==> config.mk <==
export PLATFORM = sky130hd
export DESIGN_NAME = shift_sub_divider
export DESIGN_NICKNAME = d
export VERILOG_FILES = /design/src/rtl/shift_sub_divider.sv
export SDC_FILE = /design/constraint.sdc
export NUM_CORES = 1
export LEC_CHECK = 0
export ABC_CLOCK_PERIOD_IN_PS = 11720
export CORE_MARGIN = 2
export CORE_UTILIZATION = 30
export CTS_BUF_LIST = sky130_fd_sc_hd__clkbuf_4
export CTS_CLUSTER_DIAMETER = 120
export DETAILED_ROUTE_END_ITERATION = 12
export SYNTH_ARGS = -nofsm -noshare
export SYNTH_HDL_FRONTEND = slang
export SYNTH_SLANG_ARGS = --single-unit
==> constraint.sdc <==
create_clock -name clkin -period 11.72 [get_ports clkin]
set_input_delay 2.344 -clock clkin [delete_from_list [all_inputs] [get_ports clkin]]
set_output_delay 2.344 -clock clkin [all_outputs]
set_load 0.05 [all_outputs]
==> src/rtl/shift_sub_divider.sv <==
// Sequential restoring divider: 16-bit dividend / 8-bit divisor, one quotient bit per clock.
// Produces quotient, remainder and a registered 5-digit BCD copy of the quotient.
module shift_sub_divider (
    input  logic        clkin,
    input  logic        clrn,
    input  logic        start,
    input  logic [15:0] a,
    input  logic [7:0]  b,
    input  logic        load_a,
    input  logic        load_b,
    output logic [15:0] q,
    output logic [7:0]  r,
    output logic        done,
    output logic        div_zero,
    output logic        busy,
    output logic [19:0] q_bcd
);

    typedef enum logic [1:0] {StIdle, StCalc, StDone} state_e;

    state_e      state, state_d;
    logic [15:0] a_reg, a_reg_d;
    logic [7:0]  b_reg, b_reg_d;
    logic [15:0] q_sh, q_sh_d;
    logic [7:0]  rem, rem_d;
    logic [3:0]  cnt, cnt_d;
    logic [15:0] q_d;
    logic [7:0]  r_d;
    logic        done_d, div_zero_d;

    logic [9:0]  trial;
    logic        fits;
    logic [7:0]  rem_next;
    logic [15:0] q_sh_next;

    // Double-dabble: shift in binary MSB first, add 3 to any digit >= 5 before each shift.
    function automatic logic [19:0] to_bcd(input logic [15:0] bin);
        logic [19:0] bcd;
        bcd = '0;
        for (int i = 15; i >= 0; i--) begin
            for (int d = 0; d < 5; d++) begin
                if (bcd[d*4 +: 4] >= 4'd5) begin
                    bcd[d*4 +: 4] = bcd[d*4 +: 4] + 4'd3;
                end
            end
            bcd = {bcd[18:0], bin[i]};
        end
        return bcd;
    endfunction

    // Extra top bit acts as the borrow flag of the trial subtraction.
    always_comb begin
        trial     = {1'b0, rem, q_sh[15]} - {2'b00, b_reg};
        fits      = ~trial[9];
        rem_next  = fits ? trial[7:0] : {rem[6:0], q_sh[15]};
        q_sh_next = {q_sh[14:0], fits};
    end

    always_comb begin
        state_d    = state;
        a_reg_d    = a_reg;
        b_reg_d    = b_reg;
        q_sh_d     = q_sh;
        rem_d      = rem;
        cnt_d      = cnt;
        q_d        = q;
        r_d        = r;
        done_d     = done;
        div_zero_d = div_zero;
        unique case (state)
            StIdle: begin
                if (load_a) a_reg_d = a;
                if (load_b) b_reg_d = b;
                if (start) begin
                    if (b_reg != 8'd0) begin
                        state_d    = StCalc;
                        q_sh_d     = a_reg;
                        rem_d      = 8'd0;
                        cnt_d      = 4'd0;
                        done_d     = 1'b0;
                        div_zero_d = 1'b0;
                    end else begin
                        state_d    = StDone;
                        q_d        = 16'hFFFF;
                        r_d        = 8'd0;
                        div_zero_d = 1'b1;
                        done_d     = 1'b1;
                    end
                end
            end
            StCalc: begin
                q_sh_d = q_sh_next;
                rem_d  = rem_next;
                cnt_d  = cnt + 4'd1;
                if (cnt == 4'd15) begin
                    q_d     = q_sh_next;
                    r_d     = rem_next;
                    done_d  = 1'b1;
                    state_d = StDone;
                end
            end
            StDone: begin
                if (!start) state_d = StIdle;
            end
            default: state_d = StIdle;
        endcase
    end

    assign busy = (state == StCalc);

    always_ff @(posedge clkin or negedge clrn) begin
        if (!clrn) begin
            state    <= StIdle;
            a_reg    <= '0;
            b_reg    <= '0;
            q_sh     <= '0;
            rem      <= '0;
            cnt      <= '0;
            q        <= '0;
            r        <= '0;
            done     <= 1'b0;
            div_zero <= 1'b0;
            q_bcd    <= '0;
        end else begin
            state    <= state_d;
            a_reg    <= a_reg_d;
            b_reg    <= b_reg_d;
            q_sh     <= q_sh_d;
            rem      <= rem_d;
            cnt      <= cnt_d;
            q        <= q_d;
            r        <= r_d;
            done     <= done_d;
            div_zero <= div_zero_d;
            q_bcd    <= to_bcd(q);
        end
    end

endmodule

Yosys cells after proc, flatten, opt, wreduce, memory -nomap -nowiden --
Cells that the tools add are included.
Cells by class: add/sub/neg operators 37, $lt $le $gt $ge 35, equal/unequal tests 8, multiplexer cells 62, bitwise operators 1, reductions and logical operators 10
Operators with widths (number):
- $mux W4 | 36
- $add A4 B2 Y4 const B | 30
- $ge A4 B3 Y1 const B | 30
- $mux W16 | 5
- $pmux W16 S2 | 2
- $mux W8 | 6
- $pmux W8 S2 | 2
- $add A3 B2 Y4 const B | 4
- $ge A3 B3 Y1 const B | 5
- $sub A9 B8 Y10 | 1
- $reduce_and A3 Y1 | 3
- $mux W2 | 4
- $ne A2 B2 Y1 const B | 4
- $pmux W4 S2 | 1
- $reduce_bool A8 Y1 | 1
- $pmux W2 S3 | 1
- $reduce_and A2 Y1 | 3
- $add A4 B1 Y4 const B | 1
- $eq A4 B4 Y1 const B | 1
- $reduce_and A4 Y1 | 1
- $add A3 B2 Y3 const B | 1
- $mux W1 | 3
- $mux W3 | 1
- $eq A2 B1 Y1 const B | 1
- 6 further kinds | 6
Storage, ports and cells: flip-flop bits (word level) 100, bits of input ports 29, output and inout bits 47, logic and storage cells 164

Longest topological paths before layout --
depth in word-level cells 26, mapped depth 60, depth with buffers taken out 58

Worst setup path before layout --
Ideal clock, no wire load.
path type flip-flop to flip-flop, start register q[14], end register q_bcd[17], library setup time 0.080 ns, arrival time 10.958 ns, data required time 11.640 ns, slack 0.682 ns, stages on the path, launching flop included 59, buffers on the path 2, clock period less this slack 11.038 ns, path through dfrtp_1 -> inv_1 -> ha_1 -> o21ai_1 -> xnor2_2 -> ha_1 -> nand2b_1 -> a32oi_4 -> xnor2_1 -> ha_1 -> buf_2 -> nand2b_1 -> nand4_1 -> nand2_1 -> ha_1 -> a21oi_1 -> mux2i_1 -> o311ai_0 -> (+23 left out) -> o211ai_1 -> nand3_1 -> a21boi_2 -> a21boi_2 -> xor2_1 -> inv_2 -> ha_1 -> nor2b_1 -> nand2_1 -> and2_1 -> and3_1 -> nor2_2 -> a21oi_1 -> xor2_1 -> inv_2 -> ha_1 -> o21ai_0 -> xnor2_1
Between the ends: word-level cells in the longest chain between the ends 26, elaborated cells on any way between the ends 75, classes of those cells add/sub (25); order compare (25); mux (25)
Ends and longest elaborated chain:
- start: declaration | RTL line 11 | output logic [15:0] q,
- start signal: assignment | RTL line 131 | q <= q_d;
- $add A3 B2 Y4 or $ge A3 B3 Y1 (tied branches) | RTL line 43, 42
- $mux W4 * | RTL line 42 | if (bcd[d*4 +: 4] >= 4'd5) begin
- $add A4 B2 Y4 or $ge A4 B3 Y1 (tied branches) | RTL line 43, 42
- $mux W4 | RTL line 42
- $ge A4 B3 Y1 or $add A4 B2 Y4 (tied branches) | RTL line 42, 43
- $mux W4 | RTL line 42
- $add A4 B2 Y4 (tied with other cells) | RTL line 43 | bcd[d*4 +: 4] = bcd[d*4 +: 4] + 4'd3;
- $mux W4 | RTL line 42
- (+10 left out)
- $add A4 B2 Y4 (tied with other cells) | RTL line 43
- $mux W4 | RTL line 42
- $add A4 B2 Y4 or $ge A4 B3 Y1 (tied branches) | RTL line 43, 42
- $mux W4 | RTL line 42
- $add A4 B2 Y4 or $ge A4 B3 Y1 (tied branches) | RTL line 43, 42
- $mux W4 | RTL line 42
- $add A3 B2 Y3 or $ge A3 B3 Y1 (tied branches) | RTL line 43, 42
- $mux W3 * | RTL line 42
- end signal: assignment | RTL line 135 | q_bcd <= to_bcd(q);
- end: declaration | RTL line 16 | output logic [19:0] q_bcd
Mark *: on every way between the ends. The rest lies on a longest branch, timed or not. A chain may end at the register's enable or synchronous reset.

Worst setup path in the final report --
start register q[14], end register q_bcd[10]
Between the ends: word-level cells in the longest chain between the ends 26, elaborated cells on any way between the ends 81, classes of those cells add/sub (27); order compare (27); mux (27)
Ends and longest elaborated chain (RTL line):
- $add A3 B2 Y4 or $ge A3 B3 Y1 (tied branches) | 43, 42
- $mux W4 * | 42
- $add A4 B2 Y4 or $ge A4 B3 Y1 (tied branches) | 43, 42
- $mux W4 | 42
- $ge A4 B3 Y1 or $add A4 B2 Y4 (tied branches) | 42, 43
- $mux W4 | 42
- $add A4 B2 Y4 (tied with other cells) | 43
- $mux W4 | 42
- (+10 left out)
- $add A4 B2 Y4 or $ge A4 B3 Y1 (tied branches) | 43, 42
- $mux W4 | 42
- $add A4 B2 Y4 or $ge A4 B3 Y1 (tied branches) | 43, 42
- $mux W4 | 42
- $add A4 B2 Y4 or $ge A4 B3 Y1 (tied branches) | 43, 42
- $mux W4 | 42
- $add A4 B2 Y4 or $ge A4 B3 Y1 (tied branches) | 43, 42
- $mux W4 * | 42
Marks and branches as above.

==> results.toml <==
[worst_setup_path]
cp-start-kind = "flop"
r2r_cells = 50
cpMostUsedCell = "ha_1"
end_kind = "flop"
reg2reg_setup_slack_ns = 0.87
r2r_end = "q_bcd[10]"
crit_type = "reg -> reg"
cp.arrival_ns = 11.28
max_stage_delay_ns = 0.49
cp_max_fo = 8
cp.required_ns = 12.15
cpMaxStageDelayCell = "dfrtp_2"
timing.rr.start = "q[14]"

[grt]
grt.overflow.total = 0
grt_pass1_vias = 8690
track_usage = 0.149
grt_max_degree = 64
grt_first_pass_wirelength_mm = 42.6
antenna_found_initial = 1

[timing]
slew_headroom = 0.350
fin_crit_sh = 0.925
min_period_ns = 10.85
hold_ws_ns = 0.444
finalHoldViolCount = 0
finClkSkew_ns = 0.0321
maxSlewViolCount = 0
setup_violations = 0
fmax_mhz = 92.2
worst_pin_slew_ns = 0.973

[hold_path]
whs_path_depth = 0
hold_class = "reg -> reg"
whs_endpoint = "q_bcd[0]"
worstHoldStart = "q[0]"

[flow_run]
drv_cap = 0

[synthesis]
ys_ff_latch = 100
synthTopCellsByCount = "nand2_1 (109), nor2_1 (109), dfrtp_1 (100), o21ai_0 (100), a21oi_1 (68)"
netlist_instances = 1218
ys_types = 111
ys_warn_count = 0
netlist.area_leader.share = 0.254
yosysSeqAreaShare = 0.254
synth_top_cells_by_area = "dfrtp_1 (25%), o21ai_0 (5.1%), mux2_2 (4.2%), nand2_1 (4.2%), nor2_1 (4.2%)"
synth_edf_count = 0
synth.avg_cell_area_sq_um = 8.09
synthesis.nets = 1280
synthesis.area_sq_mm = 0.00986
synth_top_area_cell = "dfrtp_1"
ys.flop_type = "dfrtp_1"
async_flop_share = 1.00

[final_layout]
area_growth_syn_to_layout_pct = 16.1
layout-drive-gt1-share = 0.147
nNetsFinal = 1337
largest_reg_flops = 20
top_register = "q_bcd"
layout.cells.non_filler = 1723

[clock_network]
cts_buffers = 9
tritoncts = "built"
clk_pin_slew_ns = 0.17
clk_latency_ns = 0.53
h-tree-depth = 3
clock-sinks = 100
clock_path_buffers = 2
cts_root_buf = "clkbuf_4"

[route]
wl_mm = 25.3
vias_per_cell = 5.43
num_vias = 9358
dr.pass1.iters = 5
wl_per_cell_um = 14.7
drc = 0
ant_nets = 0
drt_iter0_drc = 697

[floorplan]
initial_core_util = 0.304
die_area_sq_mm = 0.0343
dieHeight_um = 185
num_rows = 66
die_w_um = 185
ioPinCount = 76
core_sq_mm = 0.0325

[placed_design]
gp_congestion = 0.856
port_buffers = 75
hpwl_mm = 18.3
placed_cells = 1691

[run_status]
status = "finished clean"
[logic make-up (layout without fill, tap and decap cells)]
| logic type | Yosys count | after routing | share of synthesized area |
|---|---|---|---|
| XOR/XNOR | 31 | 31 | 0.0327 |
| flip-flops | 100 | 100 | 0.254 |
| adder cells (fa/ha/maj) | 34 | 34 | 0.0438 |
| AND/OR/NAND/NOR | 409 | 409 | 0.205 |
| other | 0 | 1 | 0 |
| AO/OA/AOI/OAI | 435 | 435 | 0.321 |
| multiplexers | 79 | 79 | 0.0885 |
| buffers and inverters | 130 | 192 | 0.0542 |
[per-layer routing]
layer,routed length [um],share of wire,GRT usage
met5,0,0,0
met1,11900,0.47,0.196
met2,11900,0.47,0.249
met4,395,0.016,0.0368
met3,1150,0.045,0.0293
[area by class of cell]
cell class / count / area (sq um)
Antenna cell: 1 / 2.50
Clock buffer: 10 / 75.1
Clock inverter: 6 / 105
Fill cell: 3333 / 21000
Inverter: 58 / 218
Multi-Input combinational cell: 988 / 6920
Sequential cell: 100 / 2500
Tap cell: 442 / 553
Timing Repair Buffer: 118 / 1070
[cell usage in the layout (no fill, tap or decap), types with 29 or more instances in the layout]
cell type | Yosys | routed
mux2i_1 | 38 | 36
o21ai_0 | 100 | 100
inv_1 | 47 | 47
clkdlybuf4s50_1 | 0 | 74
ha_1 | 32 | 31
dfrtp_1 | 100 | 99
a21oi_1 | 68 | 66
buf_4 | 4 | 44
nand2_1 | 109 | 107
mux2_2 | 37 | 37
nand3_1 | 30 | 30
a21o_1 | 29 | 29
nor2_1 | 109 | 107
[critical path: cells and delay by family, from the launching register on]
kind | cells | cell delay, ns
AO/OA/AOI/OAI | 18 | 4.05
multiplexers | 3 | 0.70
AND/OR/NAND/NOR | 10 | 2.00
flip-flops | 1 | 0.49
buffers and inverters | 8 | 0.94
adder cells (fa/ha/maj) | 9 | 2.20
XOR/XNOR | 2 | 0.40
[timing repair]
| action | 4_1_cts | 5_1_grt |
|---|---|---|
| pin swaps | 0 | 11 |
| cloned | 0 | 0 |
| setup endpoints to repair | 9 | 15 |
| hold buffers | 0 | 0 |
| buffers inserted | 0 | 15 |
| resized for setup | 3 | 20 |
[per-stage QoR]
step	util	cell area, sq um	TNS [ns]	setup WS [ns]
2_1_floorplan	-	9860	0	0.682
3_3_place_gp	0.341	11100	0	0.417
3_5_place_dp	0.341	11100	0	0.0166
4_1_cts	0.347	11200	0	0.00294
5_1_grt	0.353	11400	-0.252	-0.0742
6_report	0.353	11400	0	0.874
[worst max-delay path by stage]
stage          slack, ns   from  depth (start not counted)   endpoint
2_1_floorplan       0.68  q[14]                         58  q_bcd[17]
5_1_grt            -0.07  q[14]                         52  q_bcd[12]
3_5_place_dp        0.02  q[14]                         56  q_bcd[15]
3_3_place_gp        0.42  q[14]                         49  q_bcd[11]
6_report            0.87  q[14]                         50  q_bcd[10]
4_1_cts            0.003  q[14]                         54  q_bcd[12]
Power is not shown: default switching activity piles up to over one toggle a cycle in this logic, so the estimate is an artifact.
